--- src/rtl/spwm_gate_controller.sv ---
// spwm_gate_controller
//   Sequencer and gate-drive stage for a three-phase sine-triangle PWM
//   inverter. It soft-starts the modulation index, inserts dead time on each
//   complementary gate pair and forces all gates low on a fault.
//
//   Optional build macro: SOFT_STOP_EN
//     defined     : stop in RAMP_UP/RUN ramps the modulation index down to 0
//     not defined : stop in RAMP_UP/RUN drops straight to IDLE
//
// Ports
//   clk, rst                 clock, synchronous active-high reset
//   start, stop              level run/stop requests (stop has priority)
//   fault_in, fault_clr      external fault, fault acknowledge
//   pwm_a/b/c                raw comparator outputs
//   mod_index[7:0]           amplitude scale for the sine generator
//   Va/Van, Vb/Vbn, Vc/Vcn   dead-time-protected gate drives
//   state[2:0]               0 IDLE, 1 RAMP_UP, 2 RUN, 3 RAMP_DOWN, 4 FAULT
//   running, fault_latched   RUN / FAULT indicators
module spwm_gate_controller #(
  parameter int DEAD_CYCLES = 4,
  parameter int RAMP_DIV    = 256,
  parameter int RAMP_STEP   = 1,
  parameter int MI_MAX      = 255
) (
  input  logic       clk,
  input  logic       rst,
  input  logic       start,
  input  logic       stop,
  input  logic       fault_in,
  input  logic       fault_clr,
  input  logic       pwm_a,
  input  logic       pwm_b,
  input  logic       pwm_c,
  output logic [7:0] mod_index,
  output logic       Va,
  output logic       Van,
  output logic       Vb,
  output logic       Vbn,
  output logic       Vc,
  output logic       Vcn,
  output logic [2:0] state,
  output logic       running,
  output logic       fault_latched
);

  localparam int                 PW         = (RAMP_DIV > 1) ? $clog2(RAMP_DIV) : 1;
  localparam logic [PW-1:0]      PRESC_LAST = PW'(RAMP_DIV - 1);
  localparam logic [7:0]         DEAD_LD    = 8'(DEAD_CYCLES);
  localparam logic [7:0]         MI_TOP     = 8'(MI_MAX);
  localparam logic signed [9:0]  STEP_S     = 10'(RAMP_STEP);
  localparam logic signed [9:0]  TOP_S      = 10'(MI_MAX);

  typedef enum logic [2:0] {
    S_IDLE      = 3'd0,
    S_RAMP_UP   = 3'd1,
    S_RUN       = 3'd2,
    S_RAMP_DOWN = 3'd3,
    S_FAULT     = 3'd4
  } state_t;

  state_t          state_q, state_d;
  logic [7:0]      mod_q, mod_d;
  logic [PW-1:0]   presc_q, presc_d;
  logic            running_q, running_d;
  logic            fault_q, fault_d;
  logic [2:0]      raw_q, raw_d;
  logic [2:0][7:0] cnt_q, cnt_d;
  logic [2:0]      hi_q, hi_d;
  logic [2:0]      lo_q, lo_d;
  logic            ramp_wrap;
  logic            en_q, en_d;

  // Saturating modulation-index step up, clamped at MI_MAX.
  function automatic logic [7:0] sat_up(input logic [7:0] v);
    logic signed [9:0] s;
    s = $signed({2'b00, v}) + STEP_S;
    return (s > TOP_S) ? MI_TOP : s[7:0];
  endfunction

`ifdef SOFT_STOP_EN
  // Saturating modulation-index step down, clamped at 0.
  function automatic logic [7:0] sat_down(input logic [7:0] v);
    logic signed [9:0] s;
    s = $signed({2'b00, v}) - STEP_S;
    return (s < 10'sd0) ? 8'd0 : s[7:0];
  endfunction
`endif

  function automatic logic gate_en(input state_t s);
    return (s == S_RAMP_UP) || (s == S_RUN) || (s == S_RAMP_DOWN);
  endfunction

  // Sequencer: fault overrides everything, then stop, then start.
  always_comb begin
    state_d   = state_q;
    mod_d     = mod_q;
    presc_d   = presc_q;
    ramp_wrap = (presc_q == PRESC_LAST);
    if (fault_in) begin
      state_d = S_FAULT;
      mod_d   = 8'd0;
      presc_d = '0;
    end else begin
      case (state_q)
        S_IDLE: begin
          mod_d   = 8'd0;
          presc_d = '0;
          if (start && !stop) state_d = S_RAMP_UP;
        end
        S_RAMP_UP, S_RUN: begin
          if (stop) begin
            presc_d = '0;
`ifdef SOFT_STOP_EN
            state_d = S_RAMP_DOWN;
`else
            state_d = S_IDLE;
            mod_d   = 8'd0;
`endif
          end else if (state_q == S_RUN) begin
            mod_d = MI_TOP;
          end else if (mod_q == MI_TOP) begin
            state_d = S_RUN;
            presc_d = '0;
          end else if (ramp_wrap) begin
            mod_d   = sat_up(mod_q);
            presc_d = '0;
          end else begin
            presc_d = presc_q + PW'(1);
          end
        end
`ifdef SOFT_STOP_EN
        S_RAMP_DOWN: begin
          // A fresh start resumes the ramp from wherever the index is now.
          if (start && !stop) begin
            state_d = S_RAMP_UP;
            presc_d = '0;
          end else if (mod_q == 8'd0) begin
            state_d = S_IDLE;
            presc_d = '0;
          end else if (ramp_wrap) begin
            mod_d   = sat_down(mod_q);
            presc_d = '0;
          end else begin
            presc_d = presc_q + PW'(1);
          end
        end
`endif
        S_FAULT: begin
          mod_d   = 8'd0;
          presc_d = '0;
          if (fault_clr) state_d = S_IDLE;
        end
        default: begin
          state_d = S_IDLE;
          mod_d   = 8'd0;
          presc_d = '0;
        end
      endcase
    end
    running_d = (state_d == S_RUN);
    fault_d   = (state_d == S_FAULT);
  end

  // Dead-time insertion. Gate values are taken from the next-state view so
  // a fault or stop blanks the gates on the same edge that changes state.
  always_comb begin
    raw_d = {pwm_c, pwm_b, pwm_a};
    en_q  = gate_en(state_q);
    en_d  = gate_en(state_d);
    cnt_d = cnt_q;
    hi_d  = 3'b000;
    lo_d  = 3'b000;
    for (int i = 0; i < 3; i++) begin
      if (!en_d) begin
        cnt_d[i] = DEAD_LD;
      end else begin
        // Entering an enabled state counts as an edge: first drive waits.
        if (!en_q || (raw_d[i] != raw_q[i])) begin
          cnt_d[i] = DEAD_LD;
        end else if (cnt_q[i] != 8'd0) begin
          cnt_d[i] = cnt_q[i] - 8'd1;
        end
        if (cnt_d[i] == 8'd0) begin
          hi_d[i] = raw_d[i];
          lo_d[i] = ~raw_d[i];
        end
      end
    end
  end

  always_ff @(posedge clk) begin
    if (rst) begin
      state_q   <= S_IDLE;
      mod_q     <= 8'd0;
      presc_q   <= '0;
      running_q <= 1'b0;
      fault_q   <= 1'b0;
      raw_q     <= 3'b000;
      cnt_q     <= {3{DEAD_LD}};
      hi_q      <= 3'b000;
      lo_q      <= 3'b000;
    end else begin
      state_q   <= state_d;
      mod_q     <= mod_d;
      presc_q   <= presc_d;
      running_q <= running_d;
      fault_q   <= fault_d;
      raw_q     <= raw_d;
      cnt_q     <= cnt_d;
      hi_q      <= hi_d;
      lo_q      <= lo_d;
    end
  end

  assign mod_index     = mod_q;
  assign state         = state_q;
  assign running       = running_q;
  assign fault_latched = fault_q;
  assign Va            = hi_q[0];
  assign Van           = lo_q[0];
  assign Vb            = hi_q[1];
  assign Vbn           = lo_q[1];
  assign Vc            = hi_q[2];
  assign Vcn           = lo_q[2];

endmodule

--- config.mk ---
export PLATFORM = sky130hd
export DESIGN_NAME = spwm_gate_controller
export DESIGN_NICKNAME = d
export VERILOG_FILES = /design/src/rtl/spwm_gate_controller.sv
export SDC_FILE = /design/constraint.sdc
export NUM_CORES = 1
export LEC_CHECK = 0
export ABC_AREA = 0
export BUFFER_PORTS_ARGS = -buffer_cell sky130_fd_sc_hd__buf_4
export CAP_MARGIN = 20
export CORE_ASPECT_RATIO = 1.5
export CORE_MARGIN = 2
export CORE_UTILIZATION = 62
export DETAILED_ROUTE_END_ITERATION = 8
export HOLD_SLACK_MARGIN = 0.06
export PLACE_DENSITY = 0.84
export SKIP_LAST_GASP = 1
export SYNTH_ARGS = -nofsm -noshare
export SYNTH_HDL_FRONTEND = slang
export SYNTH_SLANG_ARGS = --single-unit
--- constraint.sdc ---
create_clock -name clk -period 2.9 [get_ports clk]
set_input_delay 0.145 -clock clk [delete_from_list [all_inputs] [get_ports clk]]
set_output_delay 0.145 -clock clk [all_outputs]
set_load 0.005 [all_outputs]
## After elaboration in Yosys (flattened, before gate mapping)

Cells that the tools add are included.

| storage, ports and cells | value |
|---|---|
| register bits after elaboration | 54 |
| input bits | 9 |
| output and inout port bits | 19 |
| logic and storage cells | 90 |

| cells by class | value |
|---|---|
| $add $sub $neg | 5 |
| magnitude comparators | 1 |
| equal/unequal tests | 14 |
| muxes and demuxes | 22 |
| bitwise gates (word level) | 8 |
| reduce and logical (&&, ||, !) cells | 25 |

Operator list:

| cell | count |
|---|---|
| $mux 8 | 15 |
| $logic_not 8->1 | 3 |
| $reduce_bool 8->1 | 3 |
| $sub 8x1->8 const B | 3 |
| $mux 3 | 6 |
| $eq 8x8->1 const B | 2 |
| $eq 3x2->1 const B | 4 |
| $add 8x1->9 const B | 1 |
| $gt 9x8->1 const B | 1 |
| $pmux 3 s3 | 1 |
| $reduce_or 3->1 | 3 |
| $add 8x1->8 const B | 1 |
| $not 1->1 | 8 |
| $logic_or 1x1->1 | 7 |
| $eq 3x1->1 const B | 2 |
| $eq 3x3->1 const B | 2 |
| $reduce_or 2->1 | 2 |
| $reduce_or 4->1 | 1 |
| $logic_not 3->1 | 1 |
| $ne 1x1->1 | 3 |
| $logic_not 1->1 | 2 |
| $ne 2x1->1 const B | 1 |
| $reduce_and 2->1 | 1 |
| $reduce_bool 2->1 | 1 |
| $logic_and 1x1->1 | 1 |

## Logic depth before layout (Yosys ltp)

Gate-level depths: netlist (run 1).

| depth | value |
|---|---|
| depth after elaboration | 13 |
| depth in mapped cells | 8 |
| gate-level depth less buffers | 7 |

## Worst setup path before layout (run 1)

No wires, ideal clock.

| timing | value |
|---|---|
| kind | reg2reg |
| from | register cnt_q[0] (netlist name) |
| to | register hi_q[0] |
| setup time | 0.059 ns |
| arrival | 1.875 ns |
| data required time | 2.841 ns |
| path slack | 0.966 ns |
| stages on the path, launching flop included | 8 |
| buffers on the path | 0 |
| clock period less this slack | 1.934 ns |
| cell sequence | dfxtp_1 inv_1 ha_1 or3b_2 nor2_1 nand3_1 a2111oi_2 and2_1 |

| on the way | value |
|---|---|
| longest elaborated chain between the ends | 7 |
| elaborated cells between the ends (all ways) | 8 |
| classes of those cells | 1 x add/sub; 3 x mux; 1 x bitwise; 3 x reduce/logical |

Ends and longest elaborated chain:

| item | RTL line | text |
|---|---|---|
| start: declaration | 67 | `logic [2:0][7:0] cnt_q, cnt_d;` |
| start signal: assignment | 199 | `cnt_q <= {3{DEAD_LD}};` |
| start signal: assignment | 209 | `cnt_q <= cnt_d;` |
| $sub 8x1->8 or $reduce_bool 8->1 (tied branches) | 181, 180 |  |
| $mux 8 (*) | 180 | `end else if (cnt_q[i] != 8'd0) begin` |
| $mux 8 (*) | 178 | `if (!en_q \|\| (raw_d[i] != raw_q[i])) begin` |
| $mux 8 (*) | 174 | `if (!en_d) begin` |
| $logic_not 8->1 (*) | 183 | `if (cnt_d[i] == 8'd0) begin` |
| $not 1->1 (no source line) (*) | - |  |
| $reduce_or 3->1 (no source line) (*) | - |  |
| end signal: assignment | 210 | `hi_q <= hi_d;` |
| end: declaration | 68 | `logic [2:0] hi_q, hi_d;` |

Every way passes the cells marked *; elsewhere a longest branch is shown, timed or not. The select of a mux whose other input is x is not followed.
A chain may end at the register's enable or synchronous reset.

## Worst setup path after layout (run 1)

Same ends and word-level chain as after synthesis.

==> results of run 1 <==
-- what timing repair did --
item / CTS / global route
gates resized for setup: 0 / 0
hold endpoints to repair: 7 / 0
hold buffers: 3 / 0
-- path summary, 6_finish.rpt --
check,startpoint,endpoint,slack [ns],depth (start not counted)
setup / recovery,cnt_q[0],hi_q[0],0.68,7
hold reg to reg,presc_q[1],presc_q[1],0.48,2
hold / removal,fault_in,state[2],0.07,3
setup reg to reg,cnt_q[0],hi_q[0],0.68,7
-- layout by cell type (no fill, tap or decap), types with 2 or more instances in the layout --
cell,netlist,layout
ha_1,9,9
clkbuf_8,0,6
a21oi_1,13,13
inv_1,12,12
nor4b_1,3,3
a31oi_1,3,3
o21ai_0,2,2
or4_1,2,2
nor3_1,17,17
dlygate4sd3_1,0,3
nand2_1,17,17
a211oi_1,3,3
nor3b_1,4,4
xnor2_1,19,19
mux2i_1,4,4
dfxtp_1,54,54
nor2b_1,8,8
and4_1,3,3
xor2_1,13,13
nand3b_1,3,3
and2_1,4,4
o2111ai_1,2,2
nor2_1,41,41
nand3_1,10,10
nand2b_1,4,4
nor4_1,4,4
o21ba_2,2,2
buf_4,0,28
nand4_1,6,6
-- registers in the layout, indices dropped and copies added (netlist names) --
name / flops
mod_index: 8
state: 3
lo_q: 3
running: 1
cnt_q: 24
raw_q: 3
hi_q: 3
presc_q: 8
fault_latched: 1
-- worst min-delay path, cell delays in order --
cell and delay [ns]:
buf_4 0.09, a31oi_1 0.04, nor2_1 0.07
-- power groups by stage --
| stage | sequential, mW | clock (mW) | combinational, mW |
|---|---|---|---|
| 2_1_floorplan | 0.766 | 0 | 0.0167 |
| 3_5_place_dp | 0.768 | 0 | 0.0338 |
| 3_3_place_gp | 0.767 | 0 | 0.0336 |
| 5_1_grt | 0.751 | 0.471 | 0.0408 |
| 6_report | 0.750 | 0.425 | 0.0375 |
| 4_1_cts | 0.750 | 0.440 | 0.0372 |
-- layout make-up --
type                       instances  area (um2)  share of cell area [%]
sequential                        54        1081                   36.63
clock buffer                       7       86.33                   2.925
inverter                          12       45.04                   1.526
tap                               45       56.30                   1.908
multi-input combinational        218        1438                   48.71
timing repair buffer              31       240.2                   8.139
clock inverter                     1       5.005                  0.1696
-- cell families (layout without fill, tap and decap cells) --
logic type,count (synthesis),count (layout)
buf+inv,19,51
mux,5,5
fa+ha+maj,9,9
flops,54,54
simple gates,136,136
xor+xnor,32,32
compound gates,36,36
-- layer usage --
metal  vias up  GRT usage (%)  wire length [um]
met5         -              0                 0
li1       1076              -                 -
met1       983          26.27              2169
met2        43          38.16              2534
met3         8          4.984               180
met4         0          8.879                92
-- per-stage QoR --
step / setup slack [ns] / hold WS (ns) / instance area (um2) / std cells
2_1_floorplan: 0.9656 / 0.2166 / 2590 / 291
3_5_place_dp: 0.7721 / 0.3424 / 2830 / 357
3_3_place_gp: 0.8412 / 0.3409 / 2830 / 357
6_report: 0.6769 / 0.07244 / 2952 / 368
4_1_cts: 0.6958 / 0.06086 / 2952 / 368
5_1_grt: 0.4924 / 0.07580 / 2952 / 368
==> run_results.csv, run 1 <==
group,metric,value,unit
cts,cts_tree,"yes",
grt,grt_pass1_vias,1950,
cells_and_area,final_core_util,73.90,%
synth,synth_top_family_by_area,"simple AND/OR/NAND/NOR gates",
cts,clk_pin_slew,0.09,ns
floorplan,die_w,56.77,um
floorplan,start_util,64.85,%
power_and_ir_drop,powerDensity,410.9,nW/um2
worst_setup_path,start_kind,"register",
timing,finalMaxSlewViolations,0,
power_and_ir_drop,clkPwrFrac,35.1,%
place,numPortBuffers,27,
synth,ys_seq_area_share,41.74,%
cts,clockRootBuffer,"clkbuf_8",
power_and_ir_drop,vdd_drop_max,0.3753,mV
synth,synth_area,2590,um2
cells_and_area,fin_nets,340,
timing,fmax,0.4498,GHz
cells_and_area,n_antenna_cell,0,
floorplan,ios,28,
flow_run,maxCapViolCount,0,
synth,synth_fa_ha_area_share,4.348,%
synth,yosys-top-cells-count,"54 x dfxtp_1, 41 x nor2_1, 19 x xnor2_1",
synth,synth_area_leaders,"dfxtp_1 42%, xnor2_1 6.4%, nor2_1 5.9%, xor2_1 4.4%, ha_1 4.3%",
cts,htreeDepth,2,
synth,yosysWarningCount,0,
cells_and_area,final_layout_size_suffix_gt1_share,14.55,%
cts,clk_latency,0.31,ns
synth,synth-async-reset-ratio,0,%
timing,hold_viol,0,
timing,fin_crit,2.223,ns
worst_setup_path,arrival,2.48,ns
timing,rsz0062_at_grt,"no",
synth,synth-xor-area-share,10.82,%
worst_setup_path,worstPathCellList,"inv_1 -> ha_1 -> nor3b_1 -> xnor2_1 -> o2111ai_1 -> a2111oi_2 -> and2_1",
timing,fin_skew,0.006309,ns
power_and_ir_drop,switching_share,20.88,%
cts,postCtsSetupBuffers,0,
power_and_ir_drop,combPwrFrac,3.1,%
grt,grt-ovfl-total,0,
worst_setup_path,end_kind,"register",
synth,synthCells,291,
synth,yosysTopAreaCell,"dfxtp_1",
drt,dr.pass1.iters,5,
synth,yosys.area_share.simple,27.92,%
grt,grt_usage,22.19,%
worst_setup_path,cp.required,3.16,ns
power_and_ir_drop,power,1.213,mW
timing,finalSetupViolCount,0,
worst_setup_path,slowest_delay,0.58,ns
synth,syn_area_per_cell,8.900,um2
drt,routed_wl,4976,um
synth,synth_flop_cell,"dfxtp_1",
place,place_hpwl,3579,um
synth,synth_compound_area_share,10.43,%
cells_and_area,area_delta_synth_final,13.96,%
power_and_ir_drop,pwr-share-seq,61.8,%
power_and_ir_drop,cell_internal_pwr,0.9596,mW
synth,synth_cell_types,49,
synth,synth_most_common_cell,"dfxtp_1",
hold_path,hold_class,"in2reg",
grt,antenna_found_initial,0,
drt,wl_per_cell,13.52,um
drt,drt_iter0_drc,67,
cts,cts_sinks,54,
cts,clockBufferDepth,2,
timing,worst_pin_slew,0.6867,ns
place,place_congestion,0.8899,
synth,ys_ff_latch,54,
power_and_ir_drop,p_leak,1.076,nW
drt,drc,0,
floorplan,num_rows,28,
cells_and_area,fill_cells,329,
floorplan,die_h,83.16,um
run_status,status,"finished, final reports clean",
worst_setup_path,crit_fanout,6,
worst_setup_path,crit_family,"simple AND/OR/NAND/NOR gates",
synth,synth-edff-count,0,
grt,grt_max_degree,16,
timing,period_share,76.66,%
drt,via_per_inst,5.734,
timing,setup_tns,0,ns
cts,cts_buffers,5,
worst_setup_path,cp.buffers_inverters,1,
drt,ant_nets,0,
power_and_ir_drop,switchingPower,0.2532,mW
drt,vias,2110,
floorplan,core-area,3994,um2
grt,grt_pass1_wl,8424,um
timing,slew_headroom,54.12,%
worst_setup_path,crit_type,"reg2reg",
floorplan,dieArea,4721,um2
worst_setup_path,crit_slowest_cell,"nor3b_1",
synth,synth_top_area_share,41.74,%
synth,synth_nets,309,
synth,synthMuxAreaShare,1.981,%
Power figures use the tool's default switching activity.
==> run 2, diff against run 1 <==
- CORE_UTILIZATION: 62 -> 52
- PLACE_DENSITY: 0.84 -> 0.75
- clock period: 2.9 -> 1.9 ns (I/O delays scaled with it)
==> run_results.csv, run 2 (synthesis gave the netlist of run 1 again) <==
group,metric,value,unit
cells_and_area,stdcell_count,419,
timing,finalSetupViolCount,0,
drt,vias,2219,
worst_setup_path,end_kind,"register",
place,place_hpwl,3943,um
drt,wl_per_cell,13.10,um
drt,drt_iter0_drc,89,
worst_setup_path,arrival,2.10,ns
grt,grt_pass1_wl,8976,um
place,post_dp_cell_area,3052,um2
floorplan,num_rows,31,
cells_and_area,largest_register_ffs,24,
worst_setup_path,cp.buffers_inverters,1,
worst_setup_path,worstPathCellList,"inv_2 -> ha_4 -> or3b_4 -> nor2_4 -> nand3_2 -> a2111oi_4 -> and2_1",
place,place_congestion,0.8746,
cts,clk_latency,0.30,ns
hold_path,hold_class,"in2reg",
cts,cts_buffers,5,
worst_setup_path,crit_family,"simple AND/OR/NAND/NOR gates",
cells_and_area,n_antenna_cell,0,
cells_and_area,final_layout_size_suffix_gt1_share,24.93,%
drt,dr.pass1.iters,4,
grt,grt-ovfl-total,0,
timing,worst_pin_slew,0.4946,ns
power_and_ir_drop,vdd_drop_max,0.3786,mV
timing,setup_ws,0.04780,ns
power_and_ir_drop,p_leak,1.244,nW
cells_and_area,mostFrequentLayoutCell,"buf_4",
timing,fin_crit,1.852,ns
cells_and_area,mostFrequentLayoutCells,"56 x buf_4, 53 x dfxtp_1, 40 x nor2_1, 19 x xnor2_1, 17 x nand2_1",
drt,ant_nets,0,
cts,clockRootBuffer,"clkbuf_8",
cells_and_area,final_core_util,69.02,%
timing,finalMaxSlewViolations,0,
worst_setup_path,start_kind,"register",
floorplan,die_w,61.63,um
floorplan,start_util,53.85,%
timing,setup_tns,0,ns
cts,clk_pin_slew,0.09,ns
worst_setup_path,crit_type,"reg2reg",
timing,period_share,97.48,%
grt,grt_usage,20.59,%
cts,clockBufferDepth,2,
floorplan,ios,28,
run_status,status,"finished, final reports clean",
worst_setup_path,slowest_delay,0.41,ns
place,dp_cells,403,
worst_setup_path,crit_slowest_cell,"or3b_4",
cells_and_area,top_register,"cnt_q",
floorplan,core-area,4810,um2
drt,routed_wl,5490,um
floorplan,dieArea,5573,um2
cells_and_area,fin_nets,370,
cts,cts_tree,"yes",
drt,via_per_inst,5.296,
cts,cts_sinks,54,
drt,drc,0,
place,numPortBuffers,27,
worst_setup_path,crit_fanout,4,
timing,hold_viol,0,
grt,grt_pass1_vias,2130,
floorplan,die_h,90.44,um
worst_setup_path,cp.required,2.15,ns
cells_and_area,area_delta_synth_final,28.16,%
flow_run,maxCapViolCount,0,
cts,htreeDepth,2,
timing,fin_skew,0.005647,ns
grt,antenna_found_initial,0,
cells_and_area,fill_cells,411,
timing,slew_headroom,66.77,%
cells_and_area,finalInstanceArea,3319,um2
grt,grt_max_degree,16,
timing,fmax,0.5399,GHz
power_and_ir_drop,powerDensity,593.7,nW/um2
place,pre_cts_ws,-0.04138,ns
run 2: changes by cell type in the layout (fill, tap and decap cells not counted), sizes merged:
cell	delta
clkinv	-1
dlygate4sd3	+2
bufinv	+1
buf	+28
run 2: per-stage QoR:
| step | power [mW] | hold WS, ns |
|---|---|---|
| after floorplan | 1.195 | 0.1666 |
| after global placement | 1.228 | 0.2943 |
| after detailed placement | 1.229 | 0.2998 |
| after CTS | 1.983 | 0.07983 |
| after global routing | 2.041 | 0.1219 |
| final | 1.971 | 0.1092 |
run 2: final cells by class:
cell class              count  area [um2]  share of cell area, %
clock buffers               7       76.32                  2.299
clock inverters             1       30.03                 0.9046
inverters                  12       45.04                  1.357
multi-input cells         218        1533                  46.17
flip-flops and latches     54        1082                  32.60
well taps                  66       82.58                  2.488
repair buffers             61       470.5                  14.17
run 2: power by group:
group	internal [mW]	switching (mW)
sequential	1.14	0.00488
combinational	0.0393	0.0304
clock	0.395	0.363
total	1.57	0.398
run 2: worst min-delay path, cell delays in order:
cell       delay, ns
buf_4           0.08
or4_4           0.13
a2111oi_0       0.06
run 2: final timing paths:
| kind | startpoint | end | slack [ns] | cells past startpoint |
|---|---|---|---|---|
| setup / recovery | cnt_q[0] | hi_q[0] | 0.05 | 7 |
| hold / removal | stop | state[0] | 0.11 | 3 |
| setup reg to reg | cnt_q[0] | hi_q[0] | 0.05 | 7 |
| hold reg to reg | presc_q[1] | presc_q[1] | 0.48 | 2 |
run 2: routing by layer:
layer | GRT usage (%) | vias up | share of wire [%]
li1 | - | 1132 | -
met1 | 23.71 | 1034 | 43
met2 | 35.35 | 41 | 52
met3 | 4.298 | 12 | 2.4
met4 | 8.156 | 0 | 2.0
met5 | 0 | - | 0
run 2: timing repair:
action                                  CTS  global route
endpoints found under the setup margin    2             8
hold buffers                              5             0
resized for setup                         4            15
buffers inserted                          0             3
endpoints found under the hold margin     8             0
pin swaps                                 0             7
==> run 3, diff against run 2 <==
- clock period: 1.9 -> 1.7 ns (I/O delays scaled with it)
==> run_results.csv, run 3 (synthesis gave the netlist of run 1 again) <==
group,metric,value,unit
run_status,status,"finished with violations",
run_status,violations,"negative setup slack",
grt,grt_usage,22.51,%
hold_path,whs_path_depth,3,
grt,grt_pass1_vias,2268,
timing,slew_headroom,72.82,%
timing,finalMaxSlewViolations,0,
worst_setup_path,end_kind,"register",
floorplan,num_rows,31,
cts,cts_sinks,54,
worst_setup_path,crit_slowest_cell,"or3b_4",
place,numPortBuffers,27,
cells_and_area,largest_register_ffs,24,
floorplan,start_util,53.85,%
drt,drc,0,
timing,rsz0062_at_grt,"yes",
place,place_hpwl,4265,um
hold_path,whs_endpoint,"state[0]",
worst_setup_path,crit_fanout,3,
grt,grt_pass1_wl,9673,um
timing,fin_skew,0.004914,ns
cts,cts_tree,"yes",
cts,cts_buffers,5,
worst_setup_path,crit_type,"reg2reg",
timing,period_share,104.2,%
drt,dr.pass1.iters,4,
drt,topRoutingLayerUsed,"met4",
grt,grt_max_degree,17,
worst_setup_path,arrival,2.02,ns
timing,worst_pin_slew,0.3975,ns
hold_path,min_from,"start",
power_and_ir_drop,powerDensity,620.9,nW/um2
drt,met1_length,2446,um
drt,via_per_inst,5.333,
cells_and_area,fill_cells,377,
worst_setup_path,timing.rr.start,"cnt_q[1]",
power_and_ir_drop,p_leak,1.391,nW
timing,fmax,0.5643,GHz
worst_setup_path,worstPathCellList,"inv_2 -> ha_4 -> or3b_4 -> nor2_4 -> nand3_2 -> a2111oi_4 -> and2b_1",
drt,wl_met3,164,um
worst_setup_path,start_kind,"register",
cells_and_area,n_antenna_cell,0,
cts,htreeDepth,2,
drt,vias,2357,
drt,wl_met2,3324,um
worst_setup_path,rrSetupSlack,-0.07,ns
grt,antenna_found_initial,0,
place,place_congestion,0.9160,
cells_and_area,final_core_util,73.99,%
worst_setup_path,cp.required,1.95,ns
floorplan,dieArea,5573,um2
timing,hold_viol,0,
cells_and_area,fin_nets,393,
timing,setup_ws,-0.07218,ns
worst_setup_path,r2r-end,"lo_q[0]",
worst_setup_path,rr_worst_depth,7,
floorplan,die_h,90.44,um
cts,clk_latency,0.30,ns
cts,clockBufferDepth,2,
cells_and_area,mostFrequentLayoutCell,"buf_4",
cells_and_area,top_register,"cnt_q",
cells_and_area,final_layout_size_suffix_gt1_share,33.24,%
drt,routed_wl,6083,um
floorplan,die_w,61.63,um
timing,fin_crit,1.772,ns
floorplan,ios,28,
power_and_ir_drop,vdd_drop_max,0.4808,mV
cts,clockRootBuffer,"clkbuf_8",
drt,wl_per_cell,13.76,um
timing,finalSetupViolCount,5,
cts,clk_pin_slew,0.10,ns
worst_setup_path,slowest_delay,0.41,ns
cells_and_area,mostFrequentLayoutCells,"78 x buf_4, 52 x dfxtp_1, 40 x nor2_1, 19 x xnor2_1, 15 x nand2_1",
grt,grt-ovfl-total,0,
floorplan,core-area,4810,um2
hold_path,hold_class,"in2reg",
power_and_ir_drop,power,2.209,mW
cells_and_area,area_delta_synth_final,37.39,%
drt,drt_iter0_drc,133,
drt,ant_nets,0,
flow_run,maxCapViolCount,0,
run 3: cell types whose count changed in the layout (fill, tap and decap cells not counted), moves of 2 or more:
cell,previous run,this run
nor4b_4,0,2
a211oi_1,3,1
nor3_2,1,3
or2_4,0,2
nor4b_1,2,0
a211oi_2,0,2
nand2_2,0,2
buf_4,56,78
nand2_1,17,15
nor3_1,16,14
run 3: area by class of cell:
cell class	count	area, um2	area share [%]
multi-input combinational	218	1592	44.73
sequential	54	1084	30.45
timing repair buffer	84	645.6	18.14
tap	66	82.58	2.321
clock buffer	6	72.57	2.039
inverter	12	45.04	1.266
clock inverter	2	37.54	1.055
run 3: what timing repair did:
item / in CTS / in global routing
endpoints found under the hold margin: 8 / 0
pin swaps: 5 / 3
cloned: 0 / 0
buffers inserted: 3 / 4
gates resized for setup: 10 / 16
setup endpoints to repair: 4 / 20
hold buffers: 6 / 0
run 3: how the worst max path moves through the flow:
| stage | slack (ns) | startpoint | endpoint | depth (start not counted) |
|---|---|---|---|---|
| 3_3_place_gp | -0.0008 | cnt_q[16] | lo_q[2] | 7 |
| 5_1_grt | -0.15 | state[2] | lo_q[0] | 5 |
| 4_1_cts | -0.05 | cnt_q[1] | lo_q[0] | 7 |
| 6_report | -0.07 | cnt_q[1] | lo_q[0] | 7 |
| 2_1_floorplan | -0.0002 | cnt_q[1] | hi_q[0] | 7 |
| 3_5_place_dp | -0.05 | cnt_q[0] | hi_q[0] | 7 |
run 3: where the power goes:
group | switching [mW] | leakage, nW | internal [mW]
clock network | 0.407 | 0.0514 | 0.440
registers | 0.00502 | 0.437 | 1.27
logic | 0.0355 | 0.902 | 0.0500
total | 0.448 | 1.39 | 1.76
run 3: critical path, delay by kind of cell (launching register included):
kind            cells  cell delay (ns)
compound gates      1             0.36
fa+ha+maj           1             0.14
buf+inv             1             0.08
flops               1             0.33
simple gates        4             0.80
run 3: metrics by stage:
stage	std cells	worst slack (ns)	hold slack [ns]	TNS [ns]	cell area, um2
after floorplan	291	-0.0001523	0.1566	-0.0001523	2633
after global placement	421	-0.0007578	0.2922	-0.0007578	3221
after detailed placement	421	-0.04771	0.2972	-0.1498	3221
after CTS	438	-0.05059	0.09768	-0.1049	3458
after global routing	442	-0.1486	0.1091	-1.104	3558
final	442	-0.07218	0.08637	-0.2342	3558
run 3: routing by layer:
metal	vias to the layer above	global-route usage, %
li1	1179	-
met1	1116	24.59
met2	47	39.74
met3	15	4.871
met4	0	9.043
met5	-	0
